### src/rtl/i2s_pkg.sv
// i2s_pkg: shared defaults and FSM state type for the I2S transmitter.
package i2s_pkg;
  localparam int DEF_WIDTH = 16;
  localparam int DEF_BIT_DIV = 16;
  typedef enum logic [1:0] {IDLE, DELAY, SHIFT} state_t;
endpackage

### src/rtl/i2s_slot_timer.sv
// i2s_slot_timer: bit-slot counter, sclk generation and slot-boundary strobe.
module i2s_slot_timer #(
  parameter int BIT_DIV = 16
) (
  input  logic clk,
  input  logic rst,
  input  logic restart,
  output logic sclk,
  output logic slot_start
);
  localparam int CW = $clog2(BIT_DIV);
  logic [CW-1:0] cnt_q, cnt_d;
  always_comb cnt_d = (restart || cnt_q == CW'(BIT_DIV - 1)) ? '0 : cnt_q + 1'b1;
  always_ff @(posedge clk)
    if (rst) cnt_q <= '0;
    else     cnt_q <= cnt_d;
  assign sclk = cnt_q >= CW'(BIT_DIV / 2);
  // High on the last cycle of a slot, so registered state lands on the next slot's first cycle.
  assign slot_start = cnt_q == CW'(BIT_DIV - 1);
endmodule

### src/rtl/i2s_tx.sv
// i2s_tx: I2S serial transmitter with one-pair holding register and underrun flag.
module i2s_tx
  import i2s_pkg::*;
#(
  parameter int WIDTH = DEF_WIDTH,
  parameter int BIT_DIV = DEF_BIT_DIV
) (
  input  logic             clk,
  input  logic             rst,
  input  logic             lrclk,
  input  logic [WIDTH-1:0] sample_l,
  input  logic [WIDTH-1:0] sample_r,
  input  logic             sample_valid,
  output logic             sample_ready,
  output logic             sclk,
  output logic             sdata,
  output logic             lrclk_out,
  output logic             underrun
);
  localparam int BW = $clog2(WIDTH + 1);
  state_t state_q, state_d;
  logic [BW-1:0] bit_q, bit_d;
  logic [WIDTH-1:0] sh_q, sh_d, hold_l_q, hold_l_d, hold_r_q, hold_r_d, work_r_q, work_r_d;
  logic lrclk_q, lrclk_d, full_q, full_d, under_q, under_d;
  logic edge_det, fall, rise, xfer, slot_start, shift_en;
  assign edge_det = lrclk != lrclk_q;
  assign fall = edge_det && lrclk_q;
  assign rise = edge_det && !lrclk_q;
  assign xfer = sample_valid && !full_q;
  assign shift_en = state_q == SHIFT && slot_start;
  i2s_slot_timer #(.BIT_DIV(BIT_DIV)) u_timer (
    .clk(clk),
    .rst(rst),
    .restart(edge_det),
    .sclk(sclk),
    .slot_start(slot_start)
  );
  always_ff @(posedge clk)
    if (rst) state_q <= IDLE;
    else     state_q <= state_d;
  always_comb
    state_d = edge_det ? DELAY :
              !slot_start ? state_q :
              state_q == DELAY ? SHIFT :
              (state_q == SHIFT && bit_q == BW'(WIDTH - 1)) ? IDLE : state_q;
  always_comb begin
    lrclk_d = lrclk;
    bit_d = edge_det ? '0 : shift_en ? bit_q + 1'b1 : bit_q;
    // A pair arriving on the frame-start cycle bypasses the holding register.
    sh_d = fall ? (full_q ? hold_l_q : xfer ? sample_l : '0) :
           rise ? work_r_q : shift_en ? sh_q << 1 : sh_q;
    work_r_d = fall ? (full_q ? hold_r_q : xfer ? sample_r : '0) : work_r_q;
    full_d = fall ? 1'b0 : xfer ? 1'b1 : full_q;
    hold_l_d = xfer ? sample_l : hold_l_q;
    hold_r_d = xfer ? sample_r : hold_r_q;
    under_d = fall && !full_q && !xfer;
  end
  always_ff @(posedge clk)
    if (rst) begin
      lrclk_q <= 1'b0;
      bit_q <= '0;
      sh_q <= '0;
      work_r_q <= '0;
      full_q <= 1'b0;
      hold_l_q <= '0;
      hold_r_q <= '0;
      under_q <= 1'b0;
    end else begin
      lrclk_q <= lrclk_d;
      bit_q <= bit_d;
      sh_q <= sh_d;
      work_r_q <= work_r_d;
      full_q <= full_d;
      hold_l_q <= hold_l_d;
      hold_r_q <= hold_r_d;
      under_q <= under_d;
    end
  always_comb sdata = state_q == SHIFT && sh_q[WIDTH-1];
  assign lrclk_out = lrclk_q;
  assign sample_ready = !full_q;
  assign underrun = under_q;
endmodule

### config.mk
export PLATFORM = sky130hd
export DESIGN_NAME = i2s_tx
export DESIGN_NICKNAME = d
export VERILOG_FILES = /design/src/rtl/i2s_pkg.sv /design/src/rtl/i2s_slot_timer.sv /design/src/rtl/i2s_tx.sv
export SDC_FILE = /design/constraint.sdc
export NUM_CORES = 1
export LEC_CHECK = 0
export BUFFER_PORTS_ARGS = -buffer_cell sky130_fd_sc_hd__buf_2
export CAP_MARGIN = 0
export CORE_MARGIN = 10
export CORE_UTILIZATION = 54
export CTS_BUF_LIST = sky130_fd_sc_hd__clkbuf_8
export CTS_CLUSTER_SIZE = 14
export DETAILED_ROUTE_END_ITERATION = 8
export GPL_TIMING_DRIVEN = 0
export PLACE_DENSITY_LB_ADDON = 0.3
export SLEW_MARGIN = 20
export SYNTH_ARGS = -nofsm -noshare
export SYNTH_HDL_FRONTEND = slang
export SYNTH_SLANG_ARGS = --single-unit
### constraint.sdc
create_clock -name clk -period 1.6 [get_ports clk]
set_input_delay 0.4 -clock clk [delete_from_list [all_inputs] [get_ports clk]]
set_output_delay 0.4 -clock clk [all_outputs]
set_load 0.02 [all_outputs]
After elaboration in Yosys (flattened, before gate mapping)
Cells that the tools add are included.

Equal/unequal tests: 5. $add $sub $neg: 2. Multiplexer cells: 11. Reductions and logical operators: 21. $lt $le $gt $ge: 1.

Operators by type and width (count): $mux W16 (7); $logic_and A1 B1 Y1 (8); $reduce_bool A3 Y1 (2); $reduce_or A2 Y1 (3); $add A5 B1 Y5 const B (1); $eq A5 B4 Y1 const B (1); $add A4 B1 Y4 const B (1); $eq A4 B4 Y1 const B (1); $ge A4 B4 Y1 const B (1); $mux W2 (2); $reduce_and A2 Y1 (2); $reduce_bool A2 Y1 (2); $logic_not A1 Y1 (3); $eq A2 B1 Y1 const B (1); $eq A2 B2 Y1 const B (1); $mux W1 (2); $logic_or A1 B1 Y1 (1); $ne A1 B1 Y1 (1).

Register bits after elaboration: 78. Input port bits: 36.

Depth between registers and ports, before layout
Depth in word-level cells: 6. Depth in mapped cells: 8.

Modules after synthesis
Synthesis repeated with hierarchy kept, for this count alone.

Cells, all modules: 393. Area total of the unflattened synthesis: 3413.3 um2.

By module, submodules not included: i2s_tx (area an instance 3231.8 um2, cells an instance 373, instances 1); i2s_slot_timer (area an instance 181.4 um2, cells an instance 20, instances 1).

Worst setup path before layout
Ideal clock, no wire load.

Kind: reg-to-reg. Start point: reg lrclk_q (netlist: lrclk_out). End point: reg sh_q[13]. Cell stages (with the launch flop): 8. Path buffers: 1. Data arrival time: 1494 ps. Setup time: 70 ps. Slack: 36 ps. Cell sequence: dfxtp_1 inv_1 ha_1 buf_2 and2b_2 a211oi_1 a311o_1 a21oi_1.

Word-level cells in the longest chain between the ends: 4.

RTL lines: from (decl) (RTL line i2s_tx.sv:24) `logic lrclk_q, lrclk_d, full_q, full_d, under_q, under_d;`; from (signal assigned) (RTL line i2s_tx.sv:69) `lrclk_q <= lrclk_d;`; $ne A1 B1 Y1 or $logic_not A1 Y1 (tied branches) (RTL line i2s_tx.sv:26, i2s_tx.sv:28); $logic_and A1 B1 Y1 (RTL line i2s_tx.sv:28) `assign rise = edge_det && !lrclk_q;`; $mux W16 (RTL line i2s_tx.sv:51) `rise ? work_r_q : shift_en ? sh_q << 1 : sh_q;`; $mux W16 (RTL line i2s_tx.sv:50) `sh_d = fall ? (full_q ? hold_l_q : xfer ? sample_l : '0) :`; to (signal assigned) (RTL line i2s_tx.sv:62) `sh_q <= '0;`; to (signal assigned) (RTL line i2s_tx.sv:71) `sh_q <= sh_d;`; to (decl) (RTL line i2s_tx.sv:23) `logic [WIDTH-1:0] sh_q, sh_d, hold_l_q, hold_l_d, hold_r_q, hold_r_d, work_r_q, work_r_d;`.

Several ways; a longest one is shown, not always the timed one. A chain may end at the register's enable or synchronous reset.

Worst setup path after layout
Start point: reg state_q[0]. End point: out sdata.

Word-level cells in the longest chain between the ends: 2.

RTL lines: from (decl) (RTL line i2s_tx.sv:21) `state_t state_q, state_d;`; from (signal assigned) (RTL line i2s_tx.sv:40) `else state_q <= state_d;`; $eq A2 B2 Y1 (RTL line i2s_tx.sv:78) `always_comb sdata = state_q == SHIFT && sh_q[WIDTH-1];`; $logic_and A1 B1 Y1 (RTL line i2s_tx.sv:78); to (decl) (RTL line i2s_tx.sv:16) `output logic sdata,`.

Every way passes these cells.

==> out/qor.txt <==
Std-Cell Rows -> 28
Fin. max-slew vios -> 0
Area share of fa/ha/maj cells after synthesis -> 2.21%
WHS Endpoint -> underrun$_SDFF_PP0_
Die ar. -> 0.00985 mm²
Input/output buffers -> 39
Grt peak-use layer -> met2
PD cells -> 1090 mW/mm²
Syn_nets -> 449
Ratio of cells with drive above 1 in the final layout -> 23.6%
GRT Residual Overflow -> 0
Vias in the first global route -> 2931
Layout net count -> 504
Worst flop-to-flop path endpoint -> sh_q[10]$_SDFFE_PP0P_
CTS hold repair buffers -> 0
DRC violation count after routing -> 0
WHS Path Cells -> 2
Die Y -> 99.2 µm
Synth warn -> 0
Worst r2r src -> u_timer.cnt_q[0]$_SDFF_PP0_
Maximum vdd drop -> 0.000717 V
Num ports -> 41
Core Area -> 0.00603 mm²
Fin crit share -> 99.4%
Starting density of the core -> 56.3%
Sequential cell area fraction in the yosys report -> 46.1%
Largest family of logic cells by synthesized area -> compound AO/OA/AOI/OAI gates
Initial antenna violation count -> 0
WP data arrival -> 1.19 ns
Hold Crit Start -> sample_valid
Async S/R FF share, synth -> 0%
Compound-cell area share of the yosys netlist -> 21.7%
Top FF cell, synth -> dfxtp_1
Fill cells -> 497
Synthesized flop and latch total -> 78
R2R cell count -> 7
Endpoints failing setup -> 0
Root Buffer -> clkbuf_8
DRT iter0 DRCs -> 255
Period minus WS final -> 1.59 ns
Wire length per cell -> 15.9 µm
Post-Syn Area per Cell -> 8.33 µm²
Place WS -> -0.306 ns
Required time worst endpoint -> 1.20 ns
Largest cells by area after synthesis -> dfxtp_1, nand2_1, a21oi_1
Placed cell count -> 521
Netlist cell types -> 36
First-pass GRT wire length -> 13700 µm
Final core occ -> 67.9%
Gpl congestion -> 0.807
H-tree depth -> 3
Ant. Diodes -> 0
Post-route clock skew -> 0.0120 ns
Area leader, netlist -> dfxtp_1
Clk sink count -> 78
Max Buffers Root-to-Sink -> 2
Post-synth EDFFs -> 0
Crit Path Max Fanout -> 4
Final wirelength -> 8640 µm
Clock slew at reported path FFs -> 0.09 ns
Simple-gate share of the synthesized area -> 21.5%
Met3 global-route usage -> 3.81%
CP endpoint kind -> primary output
Mapped Area -> 0.00339 mm²
Multiplexer share of the synthesized area -> 0%
Max-slew headroom -> 65.8%
Largest net degree at the start of global routing -> 15
Final Hold Fails -> 0
First-pass DRT Iterations -> 5
F_max -> 0.629 GHz
Via count -> 3052
DP Wirelength -> 5990 µm
Share of the synthesized area in the top cell type -> 46.1%
Status -> finished, final reports clean
Synthesized instance count -> 407
Synth Area in XOR/XNOR -> 1.03%
CTS Buf Count -> 9
LEAKAGE -> 1.52 nW
Final WS setup -> 0.00900 ns
Die width -> 99.2 µm
R2r setup slk -> 0.07 ns
GRT Total Usage -> 16.8%
Nature of the critical path startpoint -> flip-flop
Post-DRT Antenna Nets -> 0
Via density per instance -> 5.63
Non-filler instance count after layout -> 542
Skew-Pair Late Insertion Delay -> 0.36 ns
CTS tree -> yes
Met2 Use GR -> 27.2%
Max Cap Violations -> 0
Kind of critical path -> flip-flop to primary output
Hold Worst Slack -> 0.286 ns
Grt met1 use -> 20.6%
Hold Path Class -> input port to flip-flop
Area grow syn2layout -> 20.7%
Slew @ Worst Pin -> 0.513 ns
RSZ-0062 raised after global routing -> true
Tot Pwr -> 4.46 mW
==> routing by layer <==
metal	vias to the layer above	part of all wire [%]
met2	108	48
met3	21	6.4
li1	1508	-
met5	-	0
met1	1415	44
met4	0	2.1
==> worst max-delay path by stage <==
| stage | start | to | depth (start not counted) |
|---|---|---|---|
| after detailed placement | lrclk | sh_q[5]$_SDFFE_PP0P_ | 7 |
| after floorplan | lrclk_out$_SDFF_PP0_ | sh_q[13]$_SDFFE_PP0P_ | 7 |
| final | state_q[0]$_SDFFE_PP0P_ | sdata | 3 |
| after global routing | state_q[0]$_SDFFE_PP0P_ | sdata | 3 |
| after CTS | lrclk_out$_SDFF_PP0_ | sh_q[8]$_SDFFE_PP0P_ | 7 |
| after global placement | lrclk | sh_q[5]$_SDFFE_PP0P_ | 7 |
==> power breakdown <==
part | total [mW] | internal, mW | switching [mW]
Sequential | 2.10 | 2.04 | 0.0586
Clock | 1.81 | 1.04 | 0.769
Combinational | 0.548 | 0.236 | 0.313
Total | 4.46 | 3.32 | 1.14
==> worst max-delay path: stages, from the launching register on <==
cell and delay [ns]:
dfxtp_2 0.34, and2b_4 0.25, and2_4 0.13, buf_6 0.11
==> what timing repair did <==
item,in CTS,in global routing
setup buffers,4,1
gates resized for setup,13,29
gates cloned,0,1
endpoints found under the setup margin,18,32
pin swaps,2,4
==> per-stage QoR <==
| stage | area [µm²] | setup TNS [ns] |
|---|---|---|
| floorplan | 3390 | 0 |
| global placement | 3680 | -5.16 |
| detailed placement | 3680 | -6.63 |
| CTS | 3980 | 0 |
| global route | 4090 | -0.0291 |
| finish | 4090 | 0 |
==> state kept, by name, indices dropped and copies added (netlist names) <==
name           count
underrun           1
lrclk_out          1
state_q            2
u_timer.cnt_q      4
bit_q              5
hold_r_q          16
hold_l_q          16
work_r_q          16
full_q             1
sh_q              16
==> logic make-up (layout without fill, tap and decap cells) <==
| family | Yosys count | in the layout |
|---|---|---|
| simple gates | 170 | 170 |
| buf+inv | 42 | 102 |
| compound gates | 107 | 107 |
| fa+ha+maj | 6 | 6 |
| xor+xnor | 4 | 4 |
| flops | 78 | 78 |
==> layout make-up <==
class                           instances  area (µm²)  area share (%)
Sequential cell                        78        1570            38.3
Clock inverter                          7         121            2.97
Timing Repair Buffer                   45         264            6.45
Tap cell                               75        93.8            2.29
Buffer                                 33         235            5.75
Clock buffer                            9         124            3.03
Multi-Input combinational cell        287        1650            40.4
Inverter                                8        30.0           0.734
==> cell usage in the layout, fill, tap and decap left out, drive strengths merged, types with 6 or more instances in the layout <==
master  instances
nand2         114
dfxtp          78
buf            59
a21oi          53
clkbuf         28
nor2           25
a311oi         16
a211oi         16
a311o          15
nor2b          14
inv             9
ha              6
==> cells in the mapped netlist, types with 4 or more instances <==
library cell  count
buf_2             6
nand2_1         114
inv_1             8
a311oi_1         16
a311o_1          12
clkbuf_1         13
a211oi_1         16
dfxtp_1          78
clkbuf_8          4
nor2_1           25
buf_6             4
ha_1              6
a21oi_1          53
nor2b_1          13
No activity file was read; power rests on OpenSTA's default activity.
